[config.mk]
export PLATFORM = sky130hd
export DESIGN_NAME = fpu_request_arbiter
export DESIGN_NICKNAME = d
export VERILOG_FILES = /design/src/rtl/fpu_request_arbiter.sv
export SDC_FILE = /design/constraint.sdc
export NUM_CORES = 1
export LEC_CHECK = 0
export ABC_AREA = 1
export CORE_MARGIN = 5
export CORE_UTILIZATION = 36
export CTS_CLUSTER_SIZE = 30
export DETAILED_ROUTE_END_ITERATION = 12
export PLACE_DENSITY = 0.74
export SLEW_MARGIN = 20
export SYNTH_ARGS = -nofsm -noshare
export SYNTH_HDL_FRONTEND = slang
export SYNTH_SLANG_ARGS = --single-unit
[constraint.sdc]
create_clock -name clk -period 1.7 [get_ports clk]
set_input_delay 0.17 -clock clk [delete_from_list [all_inputs] [get_ports clk]]
set_output_delay 0.17 -clock clk [all_outputs]
set_load 0.02 [all_outputs]
[src/rtl/fpu_request_arbiter.sv]
// fpu_request_arbiter: round-robin sharing of one half-precision FPU among N_REQ requesters.
// Ports: clk/rst (sync, active-high); req_valid/req_a/req_b/req_op in, req_ready one-hot accept pulse out;
// rsp_valid/rsp_result/rsp_error out with rsp_ready in; fpu_start/fpu_a/fpu_b/fpu_op out to the FPU,
// fpu_done/fpu_error/fpu_result back; busy and grant_id status out.
module fpu_request_arbiter #(
  parameter int N_REQ   = 4,
  parameter int TIMEOUT = 64
) (
  input  logic                       clk,
  input  logic                       rst,
  input  logic [N_REQ-1:0]           req_valid,
  input  logic [16*N_REQ-1:0]        req_a,
  input  logic [16*N_REQ-1:0]        req_b,
  input  logic [2*N_REQ-1:0]         req_op,
  output logic [N_REQ-1:0]           req_ready,
  output logic [N_REQ-1:0]           rsp_valid,
  input  logic [N_REQ-1:0]           rsp_ready,
  output logic [15:0]                rsp_result,
  output logic                       rsp_error,
  output logic                       fpu_start,
  output logic [17:0]                fpu_a,
  output logic [17:0]                fpu_b,
  output logic [1:0]                 fpu_op,
  input  logic                       fpu_done,
  input  logic                       fpu_error,
  input  logic [15:0]                fpu_result,
  output logic                       busy,
  output logic [$clog2(N_REQ)-1:0]   grant_id
);
  localparam int GW = $clog2(N_REQ);
  localparam int CW = $clog2(TIMEOUT);
  localparam logic [N_REQ-1:0] ONE = 1;
  typedef enum logic [1:0] {IDLE, ISSUE, WAIT, RESP} state_t;
  state_t            r_state;
  logic [GW-1:0]     r_ptr, r_g;
  logic [CW-1:0]     r_cnt;
  logic [N_REQ-1:0]  r_req_ready, r_rsp_valid;
  logic [15:0]       r_rsp_result;
  logic              r_rsp_error, r_fpu_start, r_busy;
  logic [17:0]       r_fpu_a, r_fpu_b;
  logic [1:0]        r_fpu_op;
  logic [GW-1:0]     w_gnt;
  logic              w_div0;
  function automatic logic [17:0] expand(logic [15:0] h);
    return {h[15], h[14:10], 1'b0, |h[14:10], h[9:0]};
  endfunction
  // Scan downward over offsets so the smallest offset from p that is set wins.
  function automatic logic [GW-1:0] pick(logic [N_REQ-1:0] v, logic [GW-1:0] p);
    pick = p;
    for (int k = N_REQ-1; k >= 0; k--)
      if (v[(int'(p) + k) % N_REQ]) pick = GW'((int'(p) + k) % N_REQ);
  endfunction
  assign w_gnt  = pick(req_valid, r_ptr);
  // The expanded divisor keeps the exponent in bits [16:12].
  assign w_div0 = r_fpu_op == 2'b11 && r_fpu_b[16:12] == 5'd0;
  always_ff @(posedge clk) begin
    if (rst) begin
      r_state      <= IDLE;
      r_ptr        <= '0;
      r_g          <= '0;
      r_cnt        <= '0;
      r_req_ready  <= '0;
      r_rsp_valid  <= '0;
      r_rsp_result <= '0;
      r_rsp_error  <= 1'b0;
      r_fpu_start  <= 1'b0;
      r_fpu_a      <= '0;
      r_fpu_b      <= '0;
      r_fpu_op     <= '0;
      r_busy       <= 1'b0;
    end else begin
      r_req_ready <= '0;
      r_fpu_start <= 1'b0;
      case (r_state)
        IDLE: if (|req_valid) begin
          r_req_ready <= ONE << w_gnt;
          r_g         <= w_gnt;
          r_fpu_a     <= expand(req_a[16*w_gnt +: 16]);
          r_fpu_b     <= expand(req_b[16*w_gnt +: 16]);
          r_fpu_op    <= req_op[2*w_gnt +: 2];
          r_cnt       <= '0;
          r_busy      <= 1'b1;
          r_state     <= ISSUE;
        end
        // ISSUE spans two cycles (r_cnt 0 then 1) so the start pulse lands in the cycle after accept.
        ISSUE: if (r_cnt == '0) begin
          r_cnt       <= CW'(1);
          r_fpu_start <= !w_div0;
        end else begin
          r_cnt <= '0;
          if (w_div0) begin
            r_rsp_result <= 16'h7E00;
            r_rsp_error  <= 1'b1;
            r_rsp_valid  <= ONE << r_g;
            r_state      <= RESP;
          end else r_state <= WAIT;
        end
        WAIT: if (fpu_done) begin
          r_rsp_result <= fpu_result;
          r_rsp_error  <= fpu_error;
          r_rsp_valid  <= ONE << r_g;
          r_state      <= RESP;
        end else if (r_cnt == CW'(TIMEOUT-1)) begin
          r_rsp_result <= 16'h7E00;
          r_rsp_error  <= 1'b1;
          r_rsp_valid  <= ONE << r_g;
          r_state      <= RESP;
        end else r_cnt <= r_cnt + 1'b1;
        RESP: if (rsp_ready[r_g]) begin
          r_rsp_valid <= '0;
          r_ptr       <= (int'(r_g) == N_REQ-1) ? '0 : r_g + 1'b1;
          r_busy      <= 1'b0;
          r_state     <= IDLE;
        end
        default: r_state <= IDLE;
      endcase
    end
  end
  assign req_ready  = r_req_ready;
  assign rsp_valid  = r_rsp_valid;
  assign rsp_result = r_rsp_result;
  assign rsp_error  = r_rsp_error;
  assign fpu_start  = r_fpu_start;
  assign fpu_a      = r_fpu_a;
  assign fpu_b      = r_fpu_b;
  assign fpu_op     = r_fpu_op;
  assign busy       = r_busy;
  assign grant_id   = r_g;
endmodule

## After elaboration in Yosys (flattened, before gate mapping)

Index checks and enable logic that the tools add are counted.

| storage, ports and cells | value |
|---|---|
| register bits | 75 |
| logic and storage cells | 121 |

| cells by class | value |
|---|---|
| reductions and logical operators | 24 |
| equality and inequality tests | 13 |
| add/subtract/negate cells | 5 |
| $lt $le $gt $ge | 5 |
| shift-type cells | 5 |
| multiplexer cells | 49 |
| bitwise operators | 7 |

Operator list:

| cell | count |
|---|---|
| variable part select 64 x 7 -> 16 bit | 2 |
| 2-to-1 mux 16 bit | 4 |
| one-hot mux 16 bit (2 select lines) | 1 |
| 2-to-1 mux 2 bit | 10 |
| 2-to-1 mux 4 bit | 5 |
| 2-to-1 mux 6 bit | 3 |
| one-hot mux 6 bit (3 select lines) | 1 |
| 2-to-1 mux 1 bit | 16 |
| less-than comparator 3 x 4 -> 1 bit, second input constant | 3 |
| != test 2 bit, second input constant | 6 |
| one-hot mux 4 bit (3 select lines) | 1 |
| AND reduction 4 bit | 3 |
| binary-select mux 1 bit (select 2 bit) | 5 |
| OR reduction 5 bit | 2 |
| one-hot mux 2 bit (4 select lines) | 1 |
| variable part select 8 x 4 -> 2 bit | 1 |
| left shift 1 x 2 -> 4 bit, first input constant | 2 |
| adder 6 x 1 -> 6 bit, second input constant | 1 |
| equality test 2 bit, second input constant | 3 |
| equality test 6 bit, second input constant | 1 |
| zero test 6 bit | 1 |
| less-than comparator 2 x 3 -> 1 bit, second input constant | 2 |
| nonzero test 3 bit | 2 |
| OR reduction 2 bit | 3 |
| other kinds (17) | 29 |

## Longest topological paths before layout

Gate-level depths: netlist (run 1).

| depth | value |
|---|---|
| depth in word-level cells | 12 |
| gate-level depth with buffers | 20 |
| depth with buffers taken out | 17 |

## Worst setup path after synthesis (run 1)

OpenSTA, ideal clock, no wires.

| timing path | value |
|---|---|
| path type | reg-to-reg |
| start | register r_state[0] |
| end | register r_cnt[5] |
| arrival time | 1.816 ns |
| period minus slack after synthesis | 1.895 ns |
| path buffers | 0 |
| stages on the path, launching flop included | 11 |
| setup time | 0.080 ns |
| required time | 1.620 ns |
| setup slack | -0.195 ns |
| cells stage by stage | dfxtp_1 -> inv_1 -> ha_1 -> nand2_1 -> nand3_1 -> a21oi_1 -> inv_1 -> nor3_1 -> nand2_1 -> nand2_1 -> nor3b_1 |

| between the ends | value |
|---|---|
| word-level cells in the longest chain between the ends | 3 |

Ends and longest elaborated chain:

| what | RTL line | RTL |
|---|---|---|
| start, declared | 34 | `state_t r_state;` |
| start signal, assigned | 58 | `r_state <= IDLE;` |
| start signal, assigned | 83 | `r_state <= ISSUE;` |
| start signal, assigned | 95 | `r_state <= RESP;` |
| equality test 2 bit (tied with other cells) | 74 | `case (r_state)` |
| != test 2 bit (no source line) / nonzero test 3 bit (equally long branches) | -- |  |
| AND reduction 4 bit (no source line) | -- |  |
| end signal, assigned | 108 | `end else r_cnt <= r_cnt + 1'b1;` |
| end, declared | 36 | `logic [CW-1:0] r_cnt;` |

Several ways; a longest one is shown, not always the timed one.
A chain may end at the register's enable or synchronous reset.

## Worst setup path in the final report (run 1)

| timing path | value |
|---|---|
| start | register r_ptr[0] |
| end | register r_fpu_a[3], in the netlist fpu_a[3] |

| between the ends | value |
|---|---|
| word-level cells in the longest chain between the ends | 9 |

Ends and longest elaborated chain:

| what | RTL line | RTL |
|---|---|---|
| start, declared | 35 | `logic [GW-1:0] r_ptr, r_g;` |
| start signal, assigned | 111 | `r_ptr <= (int'(r_g) == N_REQ-1) ? '0 : r_g + 1'b1;` |
| adder 2 bit | 51 | `if (v[(int'(p) + k) % N_REQ]) pick = GW'((int'(p) + k) % N_REQ);` |
| binary-select mux 1 bit (select 2 bit) | 51 |  |
| 2-to-1 mux 1 bit (not written as such) (2 in a row) | 51 |  |
| 2-to-1 mux 2 bit (3 in a row) | 51 |  |
| 2-to-1 mux 2 bit * | 51 |  |
| variable part select 64 x 7 -> 16 bit * | 78 | `r_fpu_a <= expand(req_a[16*w_gnt +: 16]);` |
| end signal, assigned | 78 |  |
| end, declared | 40 | `logic [17:0] r_fpu_a, r_fpu_b;` |

Mark *: on every way between the ends. The rest lies on a longest branch, timed or not. The select of a mux whose other input is x is not followed.

==> results of run 1 <==
## cell families after synthesis
family / Yosys count / synth area share
adders and majority gates: 10 / 0.02801
and+or+nand+nor: 418 / 0.3994
other: 1 / 0.0008395
DFF: 75 / 0.3361
AOI/OAI and AO/OA: 105 / 0.1255
buffers and inverters: 117 / 0.1101
## layer usage
| layer | global-route usage | wire length (um) | up-vias |
|---|---|---|---|
| li1 | - | - | 2904 |
| met1 | 0.2368 | 7287 | 2658 |
| met2 | 0.3838 | 10010 | 199 |
| met3 | 0.06946 | 1473 | 24 |
| met4 | 0.05812 | 265 | 0 |
| met5 | 0 | 0 | - |
## what timing repair did
action / 4_1_cts / 5_1_grt
endpoints found under the setup margin: 68 / 71
gates cloned: 1 / 16
gates resized for setup: 35 / 239
pin swaps: 10 / 74
setup buffers: 0 / 16
## worst min-delay path, delay by kind of cell
kind,cells,cell delay [ns]
buffers and inverters,2,0.24
AND/OR/NAND/NOR,2,0.18
## power breakdown
part | leakage, nW | total [mW] | internal (mW) | switching (mW)
Sequential | 0.620 | 2.69 | 2.33 | 0.356
Clock | 0.144 | 1.96 | 1.15 | 0.808
Combinational | 3.04 | 8.45 | 3.99 | 4.46
Total | 3.81 | 13.1 | 7.47 | 5.63
## layout by cell type (no fill, tap or decap), types with 20 or more instances in the layout
cell             netlist  final
o21ai_1                9     44
nand3_1               89     65
nor2_1               165    124
clkbuf_16              0     20
clkdlybuf4s50_1        0    227
buf_4                  2     48
inv_1                 72     63
dfxtp_1               75     70
nor2_2                 9     39
nand2_1              125     89
nand2_2                2     25
## metrics by stage
| stage | setup TNS, ns | total power [mW] | utilization |
|---|---|---|---|
| finish | -10.33 | 13.10 | 0.7397 |
| global route | -17.13 | 13.89 | 0.7397 |
| CTS | -7.831 | 11.20 | 0.6391 |
| detailed placement | -19.61 | 9.031 | 0.6049 |
| global placement | -17.06 | 8.996 | 0.6049 |
| floorplan | -1.785 | 6.114 | - |
## final cells by class
| type | count | share of cell area |
|---|---|---|
| repair buffers | 317 | 0.3781 |
| multi-input cells | 535 | 0.3580 |
| flip-flops and latches | 75 | 0.1689 |
| inverters | 79 | 0.03799 |
| clock buffers | 10 | 0.02556 |
| well taps | 168 | 0.02346 |
| clock inverters | 6 | 0.008101 |
## worst paths after layout
kind / from / to / slack (ns) / cells past startpoint
min: rst / fpu_a[3] / 0.30 / 4
min reg2reg: fpu_a[13] / fpu_a[13] / 0.45 / 2
max: r_ptr[0] / fpu_a[3] / -0.35 / 15
max reg2reg: r_ptr[0] / fpu_a[3] / -0.35 / 15
## state kept, by name (all words and copies together), names as in the netlist, 4 cells and up
signal      cells
fpu_a          17
fpu_b          17
r_cnt           6
req_ready       4
rsp_result     16
rsp_valid       4
==> run_results.csv, run 1 <==
group,metric,value,unit
floorplan,coreArea,12110,um^2
synth,ys_seq_area_frac,0.3361,
sta,max_freq,0.4883,GHz
sta,slew_viol_final,0,
clock_network,clock_latency,0.33,ns
final_layout,synthToLayoutAreaGrowth,100.6,%
placed_design,gp_congestion,0.8737,
final_layout,seqCellArea,1513,um^2
floorplan,fp.dieW,121.4,um
clock_network,clock-sinks,75,
sta,skew,0.004856,ns
run_status,violations,"setup timing",
synth,syn_avg_cell_area,6.153,um^2
sta,hold_viol_final,0,
placed_design,portBuffers,228,
placed_design,hpwl,12430,um
synth,yosys_warnings,0,
route,drtIter0Drc,254,
route,ant_nets,0,
clock_network,htree_levels,3,
route,wl,19040,um
worst_setup_path,critical-path-top-delay-family,"simple AND/OR/NAND/NOR gates",
synth,yosysMostFrequentCell,"nor2_1",
power_and_ir_drop,p_leak,3.806,nW
worst_setup_path,critical_path_class,"flop to flop",
clock_network,clkTransAtPathRegs,0.06,ns
route,viasPerCell,4.861,
final_layout,multiInputGateArea,3207,um^2
placed_design,place_ws,-0.5166,ns
grt,grt_pass1_wl,25210,um
worst_setup_path,slowest_delay,0.36,ns
sta,setup_ws,-0.3478,ns
synth,synth_cells,726,
route,wire_per_inst,16.00,um
grt,first_global_vias,5216,
final_layout,drive_above_1_share,0.2769,
route,drc,0,
clock_network,cts_root_buf,"clkbuf_16",
run,cap_violations,0,
clock_network,cts_tree,"done",
floorplan,dieArea,14740,um^2
clock_network,clock_path_buffers,2,
sta,finalSetupViolations,58,
floorplan,start_util,0.3688,
synth,synth_edf_count,0,
grt,antenna_found_initial,0,
clock_network,hold_buffers,0,
sta,fin_crit_sh,1.205,
final_layout,layout.cells.non_filler,1190,
floorplan,pin_count,231,
power_and_ir_drop,irDropWorstVdd,0.7456,mV
floorplan,die_h,121.4,um
synth,ys_top_cells_by_area,"dfxtp_1 34%, nor2_1 14%, nand2_1 11%",
worst_setup_path,cp-end-kind,"flop",
placed_design,place_area,7326,um^2
worst_setup_path,crit_slowest_cell,"dfxtp_2",
final_layout,fillers,903,
worst_setup_path,crit_fanout,10,
route,vias,5785,
worst_setup_path,startpoint_type,"flop",
worst_setup_path,cp.arrival,2.28,ns
final_layout,final_area,8959,um^2
sta,final.min_clock_period,2.048,ns
grt,grt_use_total,0.2121,
synth,netlist.area_leader.share,0.3361,
synth,synth-seq-cells,75,
final_layout,antenna_cells,0,
grt,grt_max_degree,43,
grt,grt.overflow.total,0,
run_status,status,"finished, violations left",
synth,synthesis.area,4467,um^2
sta,hold_slack,0.2996,ns
synth,async_flop_share,0,
floorplan,num_rows,40,
synth,synth_top_area_cell,"dfxtp_1",
route,first_pass_iters,4,
synth,synth_cell_types,34,
sta,rsz0062_at_grt,"yes",
synth,ys.flop_type,"dfxtp_1",
worst_setup_path,worst-path-buf-inv,5,
final_layout,nets,1191,
min_path,hold_path.class,"primary input to flop",
worst_setup_path,worstPathCellList,"buf_6 > nand2_2 > and2_4 > nand2_2 > nand2_1 > inv_2 > nand2_4 > nand2_4 > nand2_8 > buf_12 > clkbuf_16 > o21ai_0 > nand3_1 > nand2_1 > inv_1",
clock_network,cts_inserted_buffers,9,
synth,ys_top_cells_by_count,"165 x nor2_1, 125 x nand2_1, 89 x nand3_1",
worst_setup_path,cp.required,1.94,ns
placed_design,dp.cells,1142,
power_and_ir_drop,power_density,1462,nW/um^2
No activity file was read; power rests on OpenSTA's default activity.
==> inputs of run 2 (changes only) <==
CORE_UTILIZATION = 40   (was 36)
PLACE_DENSITY = 0.78   (was 0.74)
clock period = 2.05 ns   (was 1.7 ns; I/O delays follow)
==> run_results.csv, run 2 (same netlist as run 1, synthesis figures left out) <==
group,metric,value,unit
run_status,status,"finished, violations left",
run_status,violations,"setup timing",
power_and_ir_drop,power.total,9.223,mW
min_path,hold_end,"fpu_a[17]",
sta,hold_slack,0.3208,ns
floorplan,coreArea,10890,um^2
sta,rsz0062_at_grt,"yes",
worst_setup_path,slowest_delay,0.38,ns
final_layout,nets,1152,
grt,antenna_found_initial,0,
worst_setup_path,cp.required,2.30,ns
min_path,hold_start,"rst",
final_layout,fillers,919,
placed_design,hpwl,12120,um
sta,slew_viol_final,0,
clock_network,cts_root_buf,"clkbuf_8",
sta,hold_viol_final,0,
final_layout,mostFrequentLayoutCells,"227 x clkdlybuf4s50_1, 143 x nor2_1, 104 x nand2_1",
floorplan,die_h,115.7,um
sta,final.min_clock_period,2.112,ns
worst_setup_path,cpMostUsedCell,"nand2_4",
placed_design,portBuffers,228,
route,viasPerCell,4.960,
worst_setup_path,crit_slowest_cell,"dfxtp_4",
sta,max_freq,0.4735,GHz
route,wire_per_inst,15.35,um
clock_network,cts_tree,"done",
final_layout,final_area,7898,um^2
route,wl,17230,um
grt,grt.overflow.total,0,
final_layout,drive_above_1_share,0.1538,
route,vias,5565,
sta,slew_headroom,0.5366,
final_layout,layout_commonest_cell,"clkdlybuf4s50_1",
worst_setup_path,worst-path-buf-inv,7,
clock_network,hold_buffers,0,
floorplan,num_rows,38,
clock_network,htree_levels,3,
route,drc,0,
floorplan,dieArea,13380,um^2
grt,grt_pass1_wl,24450,um
clock_network,clock_path_buffers,2,
min_path,hold_path.class,"primary input to flop",
final_layout,layout.cells.non_filler,1122,
worst_setup_path,r2r_slack,-0.06,ns
power_and_ir_drop,irDropWorstVdd,0.7122,mV
grt,first_global_vias,5139,
worst_setup_path,critical_path_class,"flop to flop",
power_and_ir_drop,power_density,1168,nW/um^2
placed_design,gp_congestion,0.8790,
final_layout,synthToLayoutAreaGrowth,76.81,%
clock_network,cts_inserted_buffers,9,
worst_setup_path,crit_fanout,7,
clock_network,clock_latency,0.35,ns
power_and_ir_drop,p_leak,3.447,nW
clock_network,clkTransAtPathRegs,0.09,ns
worst_setup_path,cp-end-kind,"flop",
worst_setup_path,cp.arrival,2.36,ns
floorplan,start_util,0.4103,
sta,fin_crit_sh,1.030,
sta,finalSetupViolations,19,
worst_setup_path,rr_worst_depth,20,
route,first_pass_iters,4,
worst_setup_path,worstPathCellList,"buf_12 > clkinv_8 > nand2_4 > nand3_2 > nand2_1 > inv_1 > nand2_2 > nand2_4 > nand2_4 > nand2_4 > nand2_8 > clkinv_8 > buf_12 > buf_12 > nor2_2 > nor2_1 > o21ai_1 > nand3_1 > nand2_1 > inv_1",
floorplan,pin_count,231,
worst_setup_path,critical-path-top-delay-family,"simple AND/OR/NAND/NOR gates",
sta,setup_ws,-0.06187,ns
worst_setup_path,startpoint_type,"flop",
floorplan,fp.dieW,115.7,um
grt,grt_use_total,0.2282,
route,ant_nets,0,
final_layout,antenna_cells,0,
run,cap_violations,0,
worst_setup_path,regToRegEndpoint,"fpu_b[7]",
placed_design,place_area,7093,um^2
sta,skew,0.01241,ns
route,drtIter0Drc,316,
min_path,holdPathStages,4,
sta,tightestPinTransition,0.6887,ns
grt,grt_max_degree,53,
worst_setup_path,r2r_start,"r_ptr[0]",
clock_network,clock-sinks,75,
placed_design,dp.cells,1091,
[run 2: power by group]
part	total, mW	switching [mW]	leakage (nW)	internal [mW]
clock network	1.26	0.573	0.106	0.683
registers	2.18	0.262	0.619	1.92
logic	5.79	3.18	2.72	2.61
[run 2: worst max path at each step]
stage / from / end / slack [ns] / cells after the start
floorplan: r_state[0] / r_cnt[5] / 0.15 / 10
global placement: req_valid[2] / r_cnt[4] / -0.21 / 9
detailed placement: req_valid[2] / r_cnt[4] / -0.23 / 9
CTS: r_ptr[0] / fpu_b[17] / -0.005 / 19
global route: r_ptr[0] / fpu_b[7] / -0.25 / 19
finish: r_ptr[0] / fpu_b[7] / -0.06 / 20
[run 2: worst reg2reg max path, stage by stage, from the launching register on]
cell and delay, ns:
dfxtp_4 0.38, buf_12 0.13, clkinv_8 0.07, nand2_4 0.07, nand3_2 0.08, nand2_1 0.08, inv_1 0.05, nand2_2 0.07
nand2_4 0.07, nand2_4 0.07, nand2_4 0.08, nand2_8 0.15, clkinv_8 0.11, buf_12 0.15, buf_12 0.12, nor2_2 0.07
nor2_1 0.04, o21ai_1 0.06, nand3_1 0.07, nand2_1 0.06, inv_1 0.03
[run 2: routing by layer]
metal | track usage | part of all wire
met1 | 0.2571 | 0.38
met2 | 0.4016 | 0.50
met5 | 0 | 0
met4 | 0.06806 | 0.028
met3 | 0.08668 | 0.090
[run 2: final cells by class]
cell class                 instances  area (um^2)  area share
clock buffer                       9        123.9     0.01568
clock inverter                     6        90.09     0.01141
inverter                          79        324.1     0.04103
multi-input combinational        535         2748      0.3479
sequential                        75         1508      0.1909
tap                              140        175.2     0.02218
timing repair buffer             277         2920      0.3698
timing repair inverter             1        8.758    0.001109
[run 2: what timing repair did]
| action | in CTS | in global routing |
|---|---|---|
| setup endpoints to repair | 2 | 51 |
| gates resized for setup | 1 | 125 |
| buffers inserted | 0 | 4 |
| cloned | 0 | 12 |
| pin swaps | 0 | 33 |
[run 2: stage by stage]
stage / worst slack, ns / setup TNS (ns) / utilization
after detailed placement: -0.2297 / -6.042 / 0.6515
after global routing: -0.2454 / -5.844 / 0.7254
after global placement: -0.2055 / -4.738 / 0.6515
final: -0.06187 / -0.5845 / 0.7254
after floorplan: 0.1546 / 0 / -
after CTS: -0.005010 / -0.005010 / 0.6711
